==> config.mk <==
export PLATFORM = sky130hd
export DESIGN_NAME = i2s_tx
export DESIGN_NICKNAME = d
export VERILOG_FILES = /design/src/rtl/audio_pkg.sv /design/src/rtl/i2s_clkgen.sv /design/src/rtl/i2s_tx.sv
export SDC_FILE = /design/constraint.sdc
export NUM_CORES = 1
export LEC_CHECK = 0
export CAP_MARGIN = 10
export CORE_UTILIZATION = 40
export CTS_CLUSTER_DIAMETER = 50
export DETAILED_ROUTE_END_ITERATION = 12
export HOLD_SLACK_MARGIN = 0.03
export PLACE_DENSITY = 0.58
export SETUP_SLACK_MARGIN = 0.3
export SLEW_MARGIN = 20
export SYNTH_ARGS = -nofsm -noshare
export SYNTH_HDL_FRONTEND = slang
export SYNTH_SLANG_ARGS = --single-unit
==> constraint.sdc <==
create_clock -name clk -period 2.5 [get_ports clk]
set_input_delay 0.5 -clock clk [delete_from_list [all_inputs] [get_ports clk]]
set_output_delay 0.5 -clock clk [all_outputs]
set_load 0.05 [all_outputs]
==> src/rtl/audio_pkg.sv <==
// rtl/audio_pkg.sv - shared types, defaults and helpers for the audio sink path
// Purpose: default stream/frame geometry, sample type and counter-width helpers
//          used by i2s_tx and i2s_clkgen.
// Ports:   none (package).
package audio_pkg;

  localparam int DEF_DATA_WIDTH   = 8;
  localparam int DEF_SLOT_WIDTH   = 32;
  localparam int DEF_CLK_PER_BCLK = 8;
  localparam int FRAME_BITS       = 2 * DEF_SLOT_WIDTH;

  typedef logic signed [DEF_DATA_WIDTH-1:0] sample_t;

  // BCLK periods in one stereo frame for a given slot width.
  function automatic int frame_bits(input int slot_width);
    return 2 * slot_width;
  endfunction

  // Register width needed to count 0..n-1 (at least one bit).
  function automatic int cnt_width(input int n);
    return (n <= 2) ? 1 : $clog2(n);
  endfunction

endpackage

==> src/rtl/i2s_clkgen.sv <==
// rtl/i2s_clkgen.sv - BCLK/LRCLK generator and frame bit counter
// Purpose: divides clk down to BCLK, counts bit positions across a stereo
//          frame and drives the word-select line.
// Ports:   clk, rst         - system clock, async active-high reset
//          bclk, lrclk      - registered I2S bit clock and word select
//          bit_next         - bit index that will be current after this edge
//          bclk_fall        - this edge is a BCLK falling edge
//          frame_start      - this edge starts a new frame (bit index wraps to 0)
module i2s_clkgen
  import audio_pkg::*;
#(
  parameter int SLOT_WIDTH   = DEF_SLOT_WIDTH,
  parameter int CLK_PER_BCLK = DEF_CLK_PER_BCLK,
  parameter int BIT_W        = cnt_width(frame_bits(DEF_SLOT_WIDTH))
) (
  input  logic             clk,
  input  logic             rst,
  output logic             bclk,
  output logic             lrclk,
  output logic [BIT_W-1:0] bit_next,
  output logic             bclk_fall,
  output logic             frame_start
);

  localparam int DIV_W = cnt_width(CLK_PER_BCLK);
  localparam int FB    = frame_bits(SLOT_WIDTH);

  if (CLK_PER_BCLK < 2 || (CLK_PER_BCLK % 2) != 0) begin : g_bad_div
    $error("i2s_clkgen: CLK_PER_BCLK must be even and >= 2");
  end
  if (BIT_W < cnt_width(FB)) begin : g_bad_bitw
    $error("i2s_clkgen: BIT_W too narrow for the frame length");
  end

  logic [DIV_W-1:0] div_cnt;
  logic [DIV_W-1:0] div_next;
  logic [BIT_W-1:0] bit_cnt;

  always_comb begin
    bclk_fall   = (div_cnt == DIV_W'(CLK_PER_BCLK - 1));
    frame_start = bclk_fall && (bit_cnt == BIT_W'(FB - 1));
    div_next    = bclk_fall ? '0 : div_cnt + 1'b1;
    if (frame_start) begin
      bit_next = '0;
    end else if (bclk_fall) begin
      bit_next = bit_cnt + 1'b1;
    end else begin
      bit_next = bit_cnt;
    end
  end

  // bclk/lrclk are computed from the next counter values so the registered
  // outputs always agree with the counters they sit beside.
  always_ff @(posedge clk or posedge rst) begin
    if (rst) begin
      div_cnt <= '0;
      bit_cnt <= '0;
      bclk    <= 1'b0;
      lrclk   <= 1'b0;
    end else begin
      div_cnt <= div_next;
      bit_cnt <= bit_next;
      bclk    <= (div_next >= DIV_W'(CLK_PER_BCLK / 2));
      // Word select leads the slot data by one BCLK.
      lrclk   <= (bit_next >= BIT_W'(SLOT_WIDTH - 1)) && (bit_next <= BIT_W'(FB - 2));
    end
  end

endmodule

==> src/rtl/i2s_tx.sv <==
// rtl/i2s_tx.sv - mono sample stream to Philips-I2S DAC serialiser
// Purpose: holds one incoming sample, loads it at each frame start and sends
//          it MSB-first, left-justified, in both the left and right slots.
// Ports:   clk, rst         - system clock, async active-high reset
//          data_i, vld_i    - sample stream, single-cycle valid, no backpressure
//          bclk_o, lrclk_o  - I2S bit clock and word select (0 = left)
//          sdata_o          - I2S serial data, changes on BCLK falling edge
//          frame_o          - pulse when a frame starts (sample loaded)
//          udf_o            - pulse when a frame starts with no new sample
//          ovf_o            - pulse when an unconsumed held sample is overwritten
module i2s_tx
  import audio_pkg::*;
#(
  parameter int DATA_WIDTH   = DEF_DATA_WIDTH,
  parameter int SLOT_WIDTH   = DEF_SLOT_WIDTH,
  parameter int CLK_PER_BCLK = DEF_CLK_PER_BCLK
) (
  input  logic                  clk,
  input  logic                  rst,
  input  logic [DATA_WIDTH-1:0] data_i,
  input  logic                  vld_i,
  output logic                  bclk_o,
  output logic                  lrclk_o,
  output logic                  sdata_o,
  output logic                  frame_o,
  output logic                  udf_o,
  output logic                  ovf_o
);

  localparam int BIT_W = cnt_width(frame_bits(SLOT_WIDTH));

  if (DATA_WIDTH < 1 || SLOT_WIDTH < DATA_WIDTH) begin : g_bad_width
    $error("i2s_tx: need 1 <= DATA_WIDTH <= SLOT_WIDTH");
  end

  logic [BIT_W-1:0]      bit_next;
  logic                  bclk_fall;
  logic                  frame_start;

  logic [DATA_WIDTH-1:0] hold, hold_next;
  logic                  hold_full, hold_full_next;
  logic [DATA_WIDTH-1:0] sample, sample_next;
  logic [DATA_WIDTH-1:0] sample_shift;
  logic [BIT_W-1:0]      slot_pos;
  logic                  sdata_next;
  logic                  udf_next;
  logic                  ovf_next;

  i2s_clkgen #(
    .SLOT_WIDTH   (SLOT_WIDTH),
    .CLK_PER_BCLK (CLK_PER_BCLK),
    .BIT_W        (BIT_W)
  ) u_clkgen (
    .clk         (clk),
    .rst         (rst),
    .bclk        (bclk_o),
    .lrclk       (lrclk_o),
    .bit_next    (bit_next),
    .bclk_fall   (bclk_fall),
    .frame_start (frame_start)
  );

  always_comb begin
    hold_next      = hold;
    hold_full_next = hold_full;
    sample_next    = sample;
    udf_next       = 1'b0;
    ovf_next       = 1'b0;

    if (vld_i) begin
      hold_next      = data_i;
      hold_full_next = 1'b1;
      // At a frame start the held value is retired this cycle, so a new beat
      // replaces nothing that was still waiting.
      ovf_next       = hold_full && !frame_start;
    end

    if (frame_start) begin
      hold_full_next = 1'b0;
      if (vld_i) begin
        sample_next = data_i;
      end else if (hold_full) begin
        sample_next = hold;
      end else begin
        udf_next = 1'b1;
      end
    end

    // Position within the current slot; bits beyond the sample width are zero.
    slot_pos     = (bit_next >= BIT_W'(SLOT_WIDTH)) ? bit_next - BIT_W'(SLOT_WIDTH) : bit_next;
    sample_shift = sample_next << slot_pos;
    sdata_next   = (slot_pos < BIT_W'(DATA_WIDTH)) && sample_shift[DATA_WIDTH-1];
  end

  always_ff @(posedge clk or posedge rst) begin
    if (rst) begin
      hold      <= '0;
      hold_full <= 1'b0;
      sample    <= '0;
      sdata_o   <= 1'b0;
      frame_o   <= 1'b0;
      udf_o     <= 1'b0;
      ovf_o     <= 1'b0;
    end else begin
      hold      <= hold_next;
      hold_full <= hold_full_next;
      sample    <= sample_next;
      // sdata only moves when bit_next moves, i.e. on a BCLK fall.
      sdata_o   <= sdata_next;
      frame_o   <= frame_start;
      udf_o     <= udf_next;
      ovf_o     <= ovf_next;
    end
  end

  logic unused_fall;
  assign unused_fall = bclk_fall;

endmodule

==> reports/metrics.yaml <==
outcome: "finished, final reports clean"
start_util_pct: 42.6
mostFrequentLayoutCell: "dfrtp_1"
fin_crit_sh_pct: 81.3
place_congestion: 0.745
drt_iter0_markers: 23
tns_ns: 0
r2r_slack_ns: 0.47
drv_cap: 0
drt-total-wl_um: 2460
r2r.worst_path.cells: 6
port_buffers: 16
ys_seq_area_share_pct: 53.7
vdd.ir_drop.worst_v: 0.000324
wl_per_cell_um: 13.3
clockRootBuffer: "clkbuf_4"
layout-drive-gt1-share_pct: 19.4
syn_area_per_cell_um2: 12.2
drt-vias-per-instance: 5.17
cts_max_path_buffers: 2
rsz0062_at_grt: "false"
grt.total_usage_pct: 16.2
cellPowerDensity_nw_per_um2: 585
num_rows: 21
die_x_um: 62.1
final_cells: 185
r2r-end: "sample[6]$_DFF_PP0_"
die_y_um: 62.1
antenna_cells: 0
ys_types: 29
numCtsBuffers: 5
synth_seq_cells: 31
grt_pass1_vias: 903
finalSetupViolCount: 0
synth.cell_area_um2: 1440
syn_inst: 118
via_count: 956
holdPathEnd: "u_clkgen.div_cnt[0]$_DFF_PP0_"
clock_skew_ns: 0.0127
nets: 152
antenna_found_initial: 0
clock_latency_ns: 0.33
power_mw: 1.01
dr.pass1.iters: 4
die-area_um2: 3850
mostFrequentLayoutCells: "dfrtp_1, nor2_1, clkdlybuf4s50_1"
cts_tree: "yes"
grt_pass1_wl_um: 4210
ant_nets: 0
holdPathStages: 1
htreeDepth: 2
preCtsSetupSlack_ns: 0.389
slew-limit-headroom_pct: 59.7
clk_pin_slew_ns: 0.10
clock_sinks: 31
cp-end-kind: "flop"
yosysWarnings: 0
synth_fp_nets: 132
grt_max_degree: 32
hold_viol_final: 0
hold_start: "u_clkgen.div_cnt[0]$_DFF_PP0_"
max_freq_mhz: 492
cp-start-kind: "flop"
overflow: 0
required_ns: 2.72
dpl.cell_count: 177
slew_violations: 0
power.leakage_nw: 0.763
ioPinCount: 17
worstPathArrival_ns: 2.25
worstMarginPinSlew_ns: 0.602
cts-hold-fix-buffers: 0
min_period_ns: 2.03
hold_path_class: "reg -> reg"
crit_type: "reg -> reg"
core_area_um2: 3390
drc: 0
critPathMaxFanout: 10
rr_startpoint: "u_clkgen.div_cnt[0]$_DFF_PP0_"
layout_setup_ws_ns: 0.468
fill_cells: 300
dp.final_hpwl_um: 1790
area_growth_syn_to_layout_pct: 19.6
[metal layers]
metal  global-route usage [%]  vias to the layer above  routed length (um)
met3                     7.45                        5                  92
met2                     24.9                       13                1170
li1                         -                      466                   -
met5                        0                        -                   0
met1                     19.2                      472                1160
met4                     7.62                        0                  44
[where the power goes]
| group | internal, mW | switching, mW |
|---|---|---|
| logic | 0.0378 | 0.0360 |
| registers | 0.521 | 0.00716 |
| clock network | 0.236 | 0.171 |
| total | 0.795 | 0.214 |
[state kept, by name, summed over array words and instances (netlist names)]
name / flops
hold: 8
sample: 8
u_clkgen.bit_cnt: 6
u_clkgen.div_cnt: 2
frame_o: 1
hold_full: 1
ovf_o: 1
sdata_o: 1
u_clkgen.bclk: 1
u_clkgen.lrclk: 1
udf_o: 1
[layout make-up]
class | count | area [um2] | share of cell area, %
repair buffers | 20 | 190 | 11.0
clock buffers | 6 | 51.3 | 2.97
well taps | 46 | 57.6 | 3.33
inverters | 3 | 13.8 | 0.797
flip-flops and latches | 31 | 776 | 44.9
multi-input cells | 77 | 603 | 34.9
clock inverters | 2 | 35.0 | 2.03
[Yosys cell counts, drive strengths merged]
library cell  count  area (um2)
o21ai             3        15.0
inv               3        13.8
ha                3        37.5
o32a              8        80.1
mux4              1        22.5
o31ai             2        20.0
mux2              7        78.8
nor4bb            1        10.0
dfrtp            31         776
mux2i             6        72.6
nor3              2        10.0
and3              1        6.26
o211ai            1        12.5
or2               1        6.26
xnor2             5        62.6
nand2             7        33.8
nor2             16        60.1
a21oi             9        45.0
nand4             3        18.8
xor2              1        8.76
buf               5        46.3
clkbuf            2        7.51
[timing repair]
item | in CTS | in global routing
buffers inserted | 0 | 0
setup endpoints to repair | 0 | 5
gates resized for setup | 0 | 1
[kinds of logic (layout without fill, tap and decap cells)]
family | count (synthesis) | in the layout | share of synthesized area, %
DFF | 31 | 31 | 53.7
and+or+nand+nor | 31 | 31 | 10.1
AOI/OAI and AO/OA | 23 | 23 | 12.0
muxes | 14 | 14 | 12.0
buffers and inverters | 10 | 31 | 4.68
xor gates and xnor gates | 6 | 6 | 4.94
adders and majority gates | 3 | 3 | 2.60
[metrics by stage]
| stage | util [%] | area (um2) | hold slack [ns] |
|---|---|---|---|
| 2_1_floorplan | - | 1440 | 0.403 |
| 3_3_place_gp | 48.3 | 1640 | 0.413 |
| 3_5_place_dp | 48.3 | 1640 | 0.419 |
| 4_1_cts | 50.9 | 1720 | 0.433 |
| 5_1_grt | 50.9 | 1730 | 0.438 |
| 6_report | 50.9 | 1730 | 0.429 |
[critical path, stage by stage (launching register included)]
cell and delay, ns:
dfrtp_1 0.36, ha_1 0.15, ha_2 0.27, nand4_1 0.15, or2_1 0.41, buf_4 0.23
o32a_1 0.35
[worst max path at each step]
| stage | slack, ns | to | cells after the start | start |
|---|---|---|---|---|
| 2_1_floorplan | 0.43 | sdata_o$_DFF_PP0_ | 7 | u_clkgen.bclk$_DFF_PP0_ |
| 3_3_place_gp | 0.44 | sample[4]$_DFF_PP0_ | 6 | u_clkgen.div_cnt[0]$_DFF_PP0_ |
| 3_5_place_dp | 0.39 | sample[0]$_DFF_PP0_ | 6 | u_clkgen.div_cnt[0]$_DFF_PP0_ |
| 4_1_cts | 0.37 | sample[0]$_DFF_PP0_ | 6 | u_clkgen.div_cnt[0]$_DFF_PP0_ |
| 5_1_grt | 0.37 | sample[6]$_DFF_PP0_ | 6 | u_clkgen.div_cnt[0]$_DFF_PP0_ |
| 6_report | 0.47 | sample[6]$_DFF_PP0_ | 6 | u_clkgen.div_cnt[0]$_DFF_PP0_ |
Note: power is estimated with default switching activity, not from simulation.
